==> src/rtl/alu_seq_pkg.sv <==
// Shared definitions for the ALU sequencer: FSM state encoding, instruction
// type codes, ALU opcodes and instruction field positions.
package alu_seq_pkg;

  typedef enum logic [2:0] {
    S_IDLE      = 3'd0,
    S_FETCH     = 3'd1,
    S_DECODE    = 3'd2,
    S_EXECUTE   = 3'd3,
    S_WRITEBACK = 3'd4,
    S_HALT      = 3'd5
  } state_e;

  typedef enum logic [1:0] {
    T_ALU  = 2'b00,
    T_LDI  = 2'b01,
    T_NOP  = 2'b10,
    T_HALT = 2'b11
  } itype_e;

  localparam logic [2:0] OP_ADD  = 3'd0;
  localparam logic [2:0] OP_SUB  = 3'd1;
  localparam logic [2:0] OP_AND  = 3'd2;
  localparam logic [2:0] OP_OR   = 3'd3;
  localparam logic [2:0] OP_XOR  = 3'd4;
  localparam logic [2:0] OP_MUL  = 3'd5;
  localparam logic [2:0] OP_DIV  = 3'd6;
  localparam logic [2:0] OP_COMP = 3'd7;

  // Field positions within the 12-bit instruction word
  localparam int TYPE_HI   = 11;
  localparam int TYPE_LO   = 10;
  localparam int OP_HI     = 9;
  localparam int OP_LO     = 7;
  localparam int RD_HI     = 6;
  localparam int RD_LO     = 5;
  localparam int RS1_HI    = 4;
  localparam int RS1_LO    = 3;
  localparam int RS2_HI    = 2;
  localparam int RS2_LO    = 1;
  localparam int LDI_RD_HI = 9;
  localparam int LDI_RD_LO = 8;
  localparam int IMM_HI    = 7;
  localparam int IMM_LO    = 0;

  function automatic itype_e instr_type(input logic [11:0] ir);
    return itype_e'(ir[TYPE_HI:TYPE_LO]);
  endfunction

endpackage

==> src/rtl/reg_file4x8.sv <==
// Four 8-bit registers with one write port, two operand read ports and a
// debug read port. Reads are combinational; reset clears all registers.
// Ports:
//   clk, reset           : clock, synchronous active-high reset
//   we_i/waddr_i/wdata_i : write port
//   raddr_a_i/rdata_a_o  : operand A read port
//   raddr_b_i/rdata_b_o  : operand B read port
//   raddr_dbg_i/rdata_dbg_o : debug read port
module reg_file4x8 (
  input  logic       clk,
  input  logic       reset,
  input  logic       we_i,
  input  logic [1:0] waddr_i,
  input  logic [7:0] wdata_i,
  input  logic [1:0] raddr_a_i,
  output logic [7:0] rdata_a_o,
  input  logic [1:0] raddr_b_i,
  output logic [7:0] rdata_b_o,
  input  logic [1:0] raddr_dbg_i,
  output logic [7:0] rdata_dbg_o
);

  logic [7:0] regs_q [4];

  always_ff @(posedge clk) begin
    if (reset) begin
      for (int i = 0; i < 4; i++) regs_q[i] <= 8'd0;
    end else if (we_i) begin
      regs_q[waddr_i] <= wdata_i;
    end
  end

  assign rdata_a_o   = regs_q[raddr_a_i];
  assign rdata_b_o   = regs_q[raddr_b_i];
  assign rdata_dbg_o = regs_q[raddr_dbg_i];

endmodule

==> src/rtl/alu_sequencer.sv <==
// Multi-cycle sequencer driving an external ALU from a 12-bit program.
// Ports:
//   clk, reset, start          : clock, sync active-high reset, run pulse
//   pc, instr                  : program memory address / returned word
//   alu_a, alu_b, alu_sel      : operands and opcode to the external ALU
//   alu_out, carry_out         : ALU result and carry
//   busy, halted, carry_flag   : status
//   dbg_sel, dbg_data          : debug register read
//
// state     | meaning
// IDLE      | waiting for start, pc = 0
// FETCH     | program word for pc is on instr, latch it
// DECODE    | classify instruction, load ALU operands
// EXECUTE   | ALU operands driven, capture result
// WRITEBACK | write result to rd
// HALT      | stopped until reset
module alu_sequencer
  import alu_seq_pkg::*;
(
  input  logic        clk,
  input  logic        reset,
  input  logic        start,
  output logic [7:0]  pc,
  input  logic [11:0] instr,
  output logic [7:0]  alu_a,
  output logic [7:0]  alu_b,
  output logic [2:0]  alu_sel,
  input  logic [7:0]  alu_out,
  input  logic        carry_out,
  output logic        busy,
  output logic        halted,
  input  logic [1:0]  dbg_sel,
  output logic [7:0]  dbg_data,
  output logic        carry_flag
);

  state_e      state_q;
  logic [7:0]  pc_q;
  logic [11:0] ir_q;
  logic [7:0]  res_q;
  logic        cout_q;
  logic        carry_q;
  logic [7:0]  alu_a_q, alu_b_q;
  logic [2:0]  alu_sel_q;

  logic [7:0]  rf_a, rf_b;
  logic [1:0]  wr_addr;
  logic        wr_en;
  itype_e      ir_type;

  assign ir_type = instr_type(ir_q);
  assign wr_addr = (ir_type == T_LDI) ? ir_q[LDI_RD_HI:LDI_RD_LO] : ir_q[RD_HI:RD_LO];
  // Reset also clears the register file, so a write in that cycle is lost.
  assign wr_en   = (state_q == S_WRITEBACK) && !reset;

  reg_file4x8 u_rf (
    .clk         (clk),
    .reset       (reset),
    .we_i        (wr_en),
    .waddr_i     (wr_addr),
    .wdata_i     (res_q),
    .raddr_a_i   (ir_q[RS1_HI:RS1_LO]),
    .rdata_a_o   (rf_a),
    .raddr_b_i   (ir_q[RS2_HI:RS2_LO]),
    .rdata_b_o   (rf_b),
    .raddr_dbg_i (dbg_sel),
    .rdata_dbg_o (dbg_data)
  );

  // The memory returns data one cycle after the address, so pc advances as
  // soon as a word is latched: during the following states it already holds
  // the next address and the word is ready when FETCH comes around again.
  always_ff @(posedge clk) begin
    if (reset) begin
      state_q   <= S_IDLE;
      pc_q      <= 8'd0;
      ir_q      <= 12'd0;
      res_q     <= 8'd0;
      cout_q    <= 1'b0;
      carry_q   <= 1'b0;
      alu_a_q   <= 8'd0;
      alu_b_q   <= 8'd0;
      alu_sel_q <= 3'd0;
    end else begin
      case (state_q)
        S_IDLE: begin
          if (start) state_q <= S_FETCH;
        end
        S_FETCH: begin
          ir_q    <= instr;
          pc_q    <= pc_q + 8'd1;
          state_q <= S_DECODE;
        end
        S_DECODE: begin
          case (ir_type)
            T_ALU: begin
              alu_a_q   <= rf_a;
              alu_b_q   <= rf_b;
              alu_sel_q <= ir_q[OP_HI:OP_LO];
              state_q   <= S_EXECUTE;
            end
            T_LDI:   state_q <= S_EXECUTE;
            T_NOP:   state_q <= S_FETCH;
            default: state_q <= S_HALT;
          endcase
        end
        S_EXECUTE: begin
          if (ir_type == T_ALU) begin
            res_q  <= alu_out;
            cout_q <= carry_out;
          end else begin
            res_q  <= ir_q[IMM_HI:IMM_LO];
          end
          alu_a_q   <= 8'd0;
          alu_b_q   <= 8'd0;
          alu_sel_q <= 3'd0;
          state_q   <= S_WRITEBACK;
        end
        S_WRITEBACK: begin
          if (ir_type == T_ALU) carry_q <= cout_q;
          state_q <= S_FETCH;
        end
        S_HALT:  state_q <= S_HALT;
        default: state_q <= S_IDLE;
      endcase
    end
  end

  assign pc         = pc_q;
  assign alu_a      = alu_a_q;
  assign alu_b      = alu_b_q;
  assign alu_sel    = alu_sel_q;
  assign carry_flag = carry_q;
  assign busy       = (state_q != S_IDLE) && (state_q != S_HALT);
  assign halted     = (state_q == S_HALT);

endmodule

==> config.mk <==
export PLATFORM = sky130hd
export DESIGN_NAME = alu_sequencer
export DESIGN_NICKNAME = d
export VERILOG_FILES = /design/src/rtl/alu_seq_pkg.sv /design/src/rtl/reg_file4x8.sv /design/src/rtl/alu_sequencer.sv
export SDC_FILE = /design/constraint.sdc
export NUM_CORES = 1
export LEC_CHECK = 0
export BUFFER_PORTS_ARGS = -buffer_cell sky130_fd_sc_hd__buf_2
export CAP_MARGIN = 5
export CORE_MARGIN = 5
export CORE_UTILIZATION = 61
export DETAILED_ROUTE_END_ITERATION = 10
export PLACE_DENSITY_LB_ADDON = 0.05
export SYNTH_ARGS = -nofsm -noshare
export SYNTH_HDL_FRONTEND = slang
export SYNTH_SLANG_ARGS = --single-unit
==> constraint.sdc <==
create_clock -name clk -period 4.6 [get_ports clk]
set_clock_uncertainty 0.15 [all_clocks]
set_input_delay 0.92 -clock clk [delete_from_list [all_inputs] [get_ports clk]]
set_output_delay 0.92 -clock clk [all_outputs]
set_load 0.01 [all_outputs]
**Word-level counts from Yosys, hierarchy flattened**

Memory sizes are Yosys's and may differ from the RTL's. A register that Yosys moved wholly into a read port is not among the register bits.
Cells that the tools add are included.

- Add/sub/neg operators: 1
- Equal/unequal tests: 10
- Mux-type cells: 23
- Reduce and logical (&&, ||, !) cells: 12

Operators with widths:

| kind | number |
|---|---|
| 8-bit two-way mux | 4 |
| 8-bit case mux with 2 select lines | 2 |
| 3-bit case mux with 6 select lines | 1 |
| 2-bit two-way mux | 6 |
| 3-bit case mux with 2 select lines | 2 |
| 8-bit by 1-bit adder with 8-bit output, second input constant | 1 |
| 8-bit OR reduction | 1 |
| 3-bit by 2-bit == test with 1-bit output, second input constant | 2 |
| 3-bit == test, second input constant | 2 |
| 1-bit two-way mux | 6 |
| 3-bit two-way mux | 2 |
| 2-bit AND reduction | 3 |
| 2-bit inequality test, second input constant | 2 |
| 3-bit by 1-bit == test with 1-bit output, second input constant | 1 |
| 3-bit zero test | 1 |
| 3-bit inequality test, second input constant | 1 |
| 3-bit nonzero test | 1 |
| 2-bit by 1-bit == test with 1-bit output, second input constant | 1 |
| 2-bit == test, second input constant | 1 |
| 1-bit logical AND | 2 |
| 2-bit zero test | 1 |
| 2-bit nonzero test | 1 |
| 2-bit OR reduction | 1 |
| 1-bit zero test | 1 |

- Flip-flop bits (word level): 52
- Bits in writable memories: 32
- Input port bits: 26
- Output and inout bits: 38
- Word-level logic and storage cells: 56
- Memories: 1

Memory list:

| name | words | width | read ports | clocked after Yosys merged registers in | write ports | line | text |
|---|---|---|---|---|---|---|---|
| u_rf.regs_q | 4 | 8 | 3 | 2 | 4 | reg_file4x8.sv:23 | `logic [7:0] regs_q [4];` |

**Longest topological paths before layout**

- Word-level depth: 7
- Gate-level depth with buffers: 5
- Gate-level depth less buffers: 4

**By module**

From an unflattened synthesis, not the netlist that was laid out.

- Cells, all modules: 368
- Area total of the unflattened synthesis: 4116.4 um^2

Modules (own cells, without submodules):

| module | times used | cells each | area an instance (um^2) | sequential area each (um^2) |
|---|---|---|---|---|
| alu_sequencer | 1 | 264 | 2248.4 | 1041.0 |
| reg_file4x8 | 1 | 104 | 1868.0 | 960.9 |

**Least setup slack after synthesis**

OpenSTA, ideal clock, no wires.

- Path kind: input port to output port
- From: input dbg_sel[0]
- To: output dbg_data[0]
- Arrival: 1.708 ns
- Data required time: 3.530 ns
- Setup slack: 1.822 ns
- Stages: 2
- Buffers on the path: 1
- Path through: buf_2 mux4_2

- Longest elaborated chain between the ends: 1

Ends and longest elaborated chain:

| element | line | text |
|---|---|---|
| start: declaration | alu_sequencer.sv:32 | `input logic [1:0] dbg_sel,` |
| memory 4 x 8 bit | n/a |  |
| end: declaration | alu_sequencer.sv:33 | `output logic [7:0] dbg_data,` |

No other way between the ends.

==> flow_summary.toml <==
[status]
run_status = "completed"

[timing]
max_freq_mhz = 331.1
tightest_slew_ns = 1.187
finalSetupTns_ns = 0
finalHoldViolations = 0
finalSetupViolCount = 0
relSlewSlack_pct = 20.20
finalCriticalPeriod_ns = 3.020
min_period_over_period_pct = 65.65
setup_ws_ns = 1.580
slew_violations = 0
rsz0062_at_grt = "no"
whs_ns = 0.3157

[final_layout]
area_growth_pct = 13.17
drive_gt1_share_pct = 27.45
fin_util_pct = 71.04
nets = 441
n_antenna_cell = 0
stdcell_count = 496

[placed_design]
pre_cts_slack_ns = 1.592
numPlacedInstances = 480
place.gp.congestion = 0.8131
port_buffers = 63
hpwl_um = 6204

[run]
maxCapViolations = 0

[synthesis]
ys_types = 44
avgSynthCellArea_um2 = 11.10
synth.most_common_cell = "nand2_1"
ys.warnings.count = 0
syn_inst = 361
yosysSeqAreaShare_pct = 51.94
yosys.area.top_type_share_pct = 27.97
syn_nets = 388
synth.area.top_cells = "dfxtp_1, edfxtp_1, mux4_2"
ys_ff_latch = 88
synth_commonest_cells = "nand2_1, dfxtp_1, nor2_1, edfxtp_1"
synth_ff_type = "dfxtp_1"
synth_edf_count = 32
yosysTopAreaCell = "dfxtp_1"
async_flop_share_pct = 0
netlist_area_mm2 = 0.004009

[drt]
drtAntennaViolNets = 0
wl_um = 8515
drc = 0
vias = 2936
drt_iter0_drc = 152
vias_per_cell = 5.919
wl_per_cell_um = 17.17
dr.pass1.iters = 5

[floorplan]
design.core.area_mm2 = 0.006386
dieArea_mm2 = 0.008293
boundaryPins = 64
start_util_pct = 62.77
fp.dieW_um = 91.07
fp-row-count = 29
die_h_um = 91.07

[setup_path]
required_ns = 4.42
crit_path_start_kind = "flop"
arrival_ns = 2.84
endpoint_kind = "flop"
critical_path_class = "flop to flop"
cp_max_fo = 11

[clock_network]
cts_root_buf = "clkbuf_8"
cts_buffers = 9
cts.sink_count = 88
post_cts_resized = 0
htree_num_levels = 3
clk_latency_ns = 0.35
clock_path_buffers = 2
cts_tree = "built"
clk_pin_slew_ns = 0.08
cts_setup_buffers = 0
ctsHoldBuffers = 0

[grt]
grt_pass1_wl_um = 14360
grt_use_total_pct = 21.72
grt_pass1_vias = 2880
grt.overflow.total = 0
antenna_found_initial = 0
grt_max_degree = 40

[pwr]
ir_worst_vdd_v = 0.0002418
power.density_mw_per_mm2 = 352.7
p_leak_nw = 1.772

[worst_hold_path]
holdCritPathClass = "flop to flop"
==> where the power goes <==
group | internal [W] | total, W | switching (W)
logic | 0.0000797 | 0.000170 | 0.0000907
registers | 0.000836 | 0.000877 | 0.0000405
clock network | 0.000285 | 0.000553 | 0.000268
total | 0.00120 | 0.00160 | 0.000399
==> stage by stage <==
step	area (um2)	total power, W
after CTS	4537	0.001611
after global routing	4537	0.001667
final	4537	0.001600
after detailed placement	4329	0.001066
after floorplan	4009	0.001010
after global placement	4329	0.001059
==> cells in the final DEF, fill, tap and decap left out, types with 11 or more instances in the layout <==
master / Yosys / routed
nor2_1: 34 / 34
a22o_1: 16 / 16
buf_2: 10 / 63
dfxtp_1: 56 / 56
mux4_2: 24 / 24
nand2_1: 60 / 60
edfxtp_1: 32 / 32
inv_1: 11 / 11
a21oi_1: 24 / 24
==> final cells by class <==
| class | instances | area, um2 |
|---|---|---|
| inverter | 11 | 41.29 |
| sequential | 88 | 2082 |
| fill | 485 | 1849 |
| timing repair buffer | 67 | 345.3 |
| tap | 77 | 96.34 |
| multi-input combinational | 237 | 1764 |
| clock buffer | 12 | 156.4 |
| clock inverter | 4 | 51.30 |
==> final timing paths <==
kind	startpoint	to	slack (ns)	depth (start not counted)
worst max register to register	ir_q[10]	u_rf.regs_q[1][5]	1.58	3
worst max-delay path	ir_q[10]	u_rf.regs_q[1][5]	1.58	3
worst min-delay path	ir_q[0]	ir_q[0]	0.32	2
worst min register to register	ir_q[0]	ir_q[0]	0.32	2
==> layer usage <==
layer | part of all wire [%] | global-route usage [%] | wire, um
met5 | 0 | 0 | 0
met4 | 1.8 | 9.046 | 157
met1 | 45 | 29.12 | 3847
met2 | 48 | 34.56 | 4072
met3 | 5.1 | 4.463 | 437
==> worst max-delay path, cell delays in order (launching register included) <==
cell and delay (ns):
dfxtp_1 0.55, nor2b_1 0.48, mux2_2 0.48, o31ai_1 1.00
==> sequential cells by signal (all words and copies together), names as in the netlist, named ones only <==
signal       cells
res_q            8
alu_a            8
carry_flag       1
pc               8
state_q          3
alu_sel          3
ir_q            12
u_rf.regs_q     32
alu_b            8
cout_q           1
==> kinds of logic after synthesis <==
| logic type | Yosys count | synth area share [%] |
|---|---|---|
| xor gates and xnor gates | 2 | 0.4370 |
| buffers and inverters | 36 | 4.057 |
| AOI/OAI and AO/OA | 65 | 10.86 |
| and+or+nand+nor | 138 | 17.07 |
| muxes | 31 | 15.32 |
| adders and majority gates | 1 | 0.3121 |
| DFF | 88 | 51.94 |
Note: power is estimated with default switching activity, not from simulation.
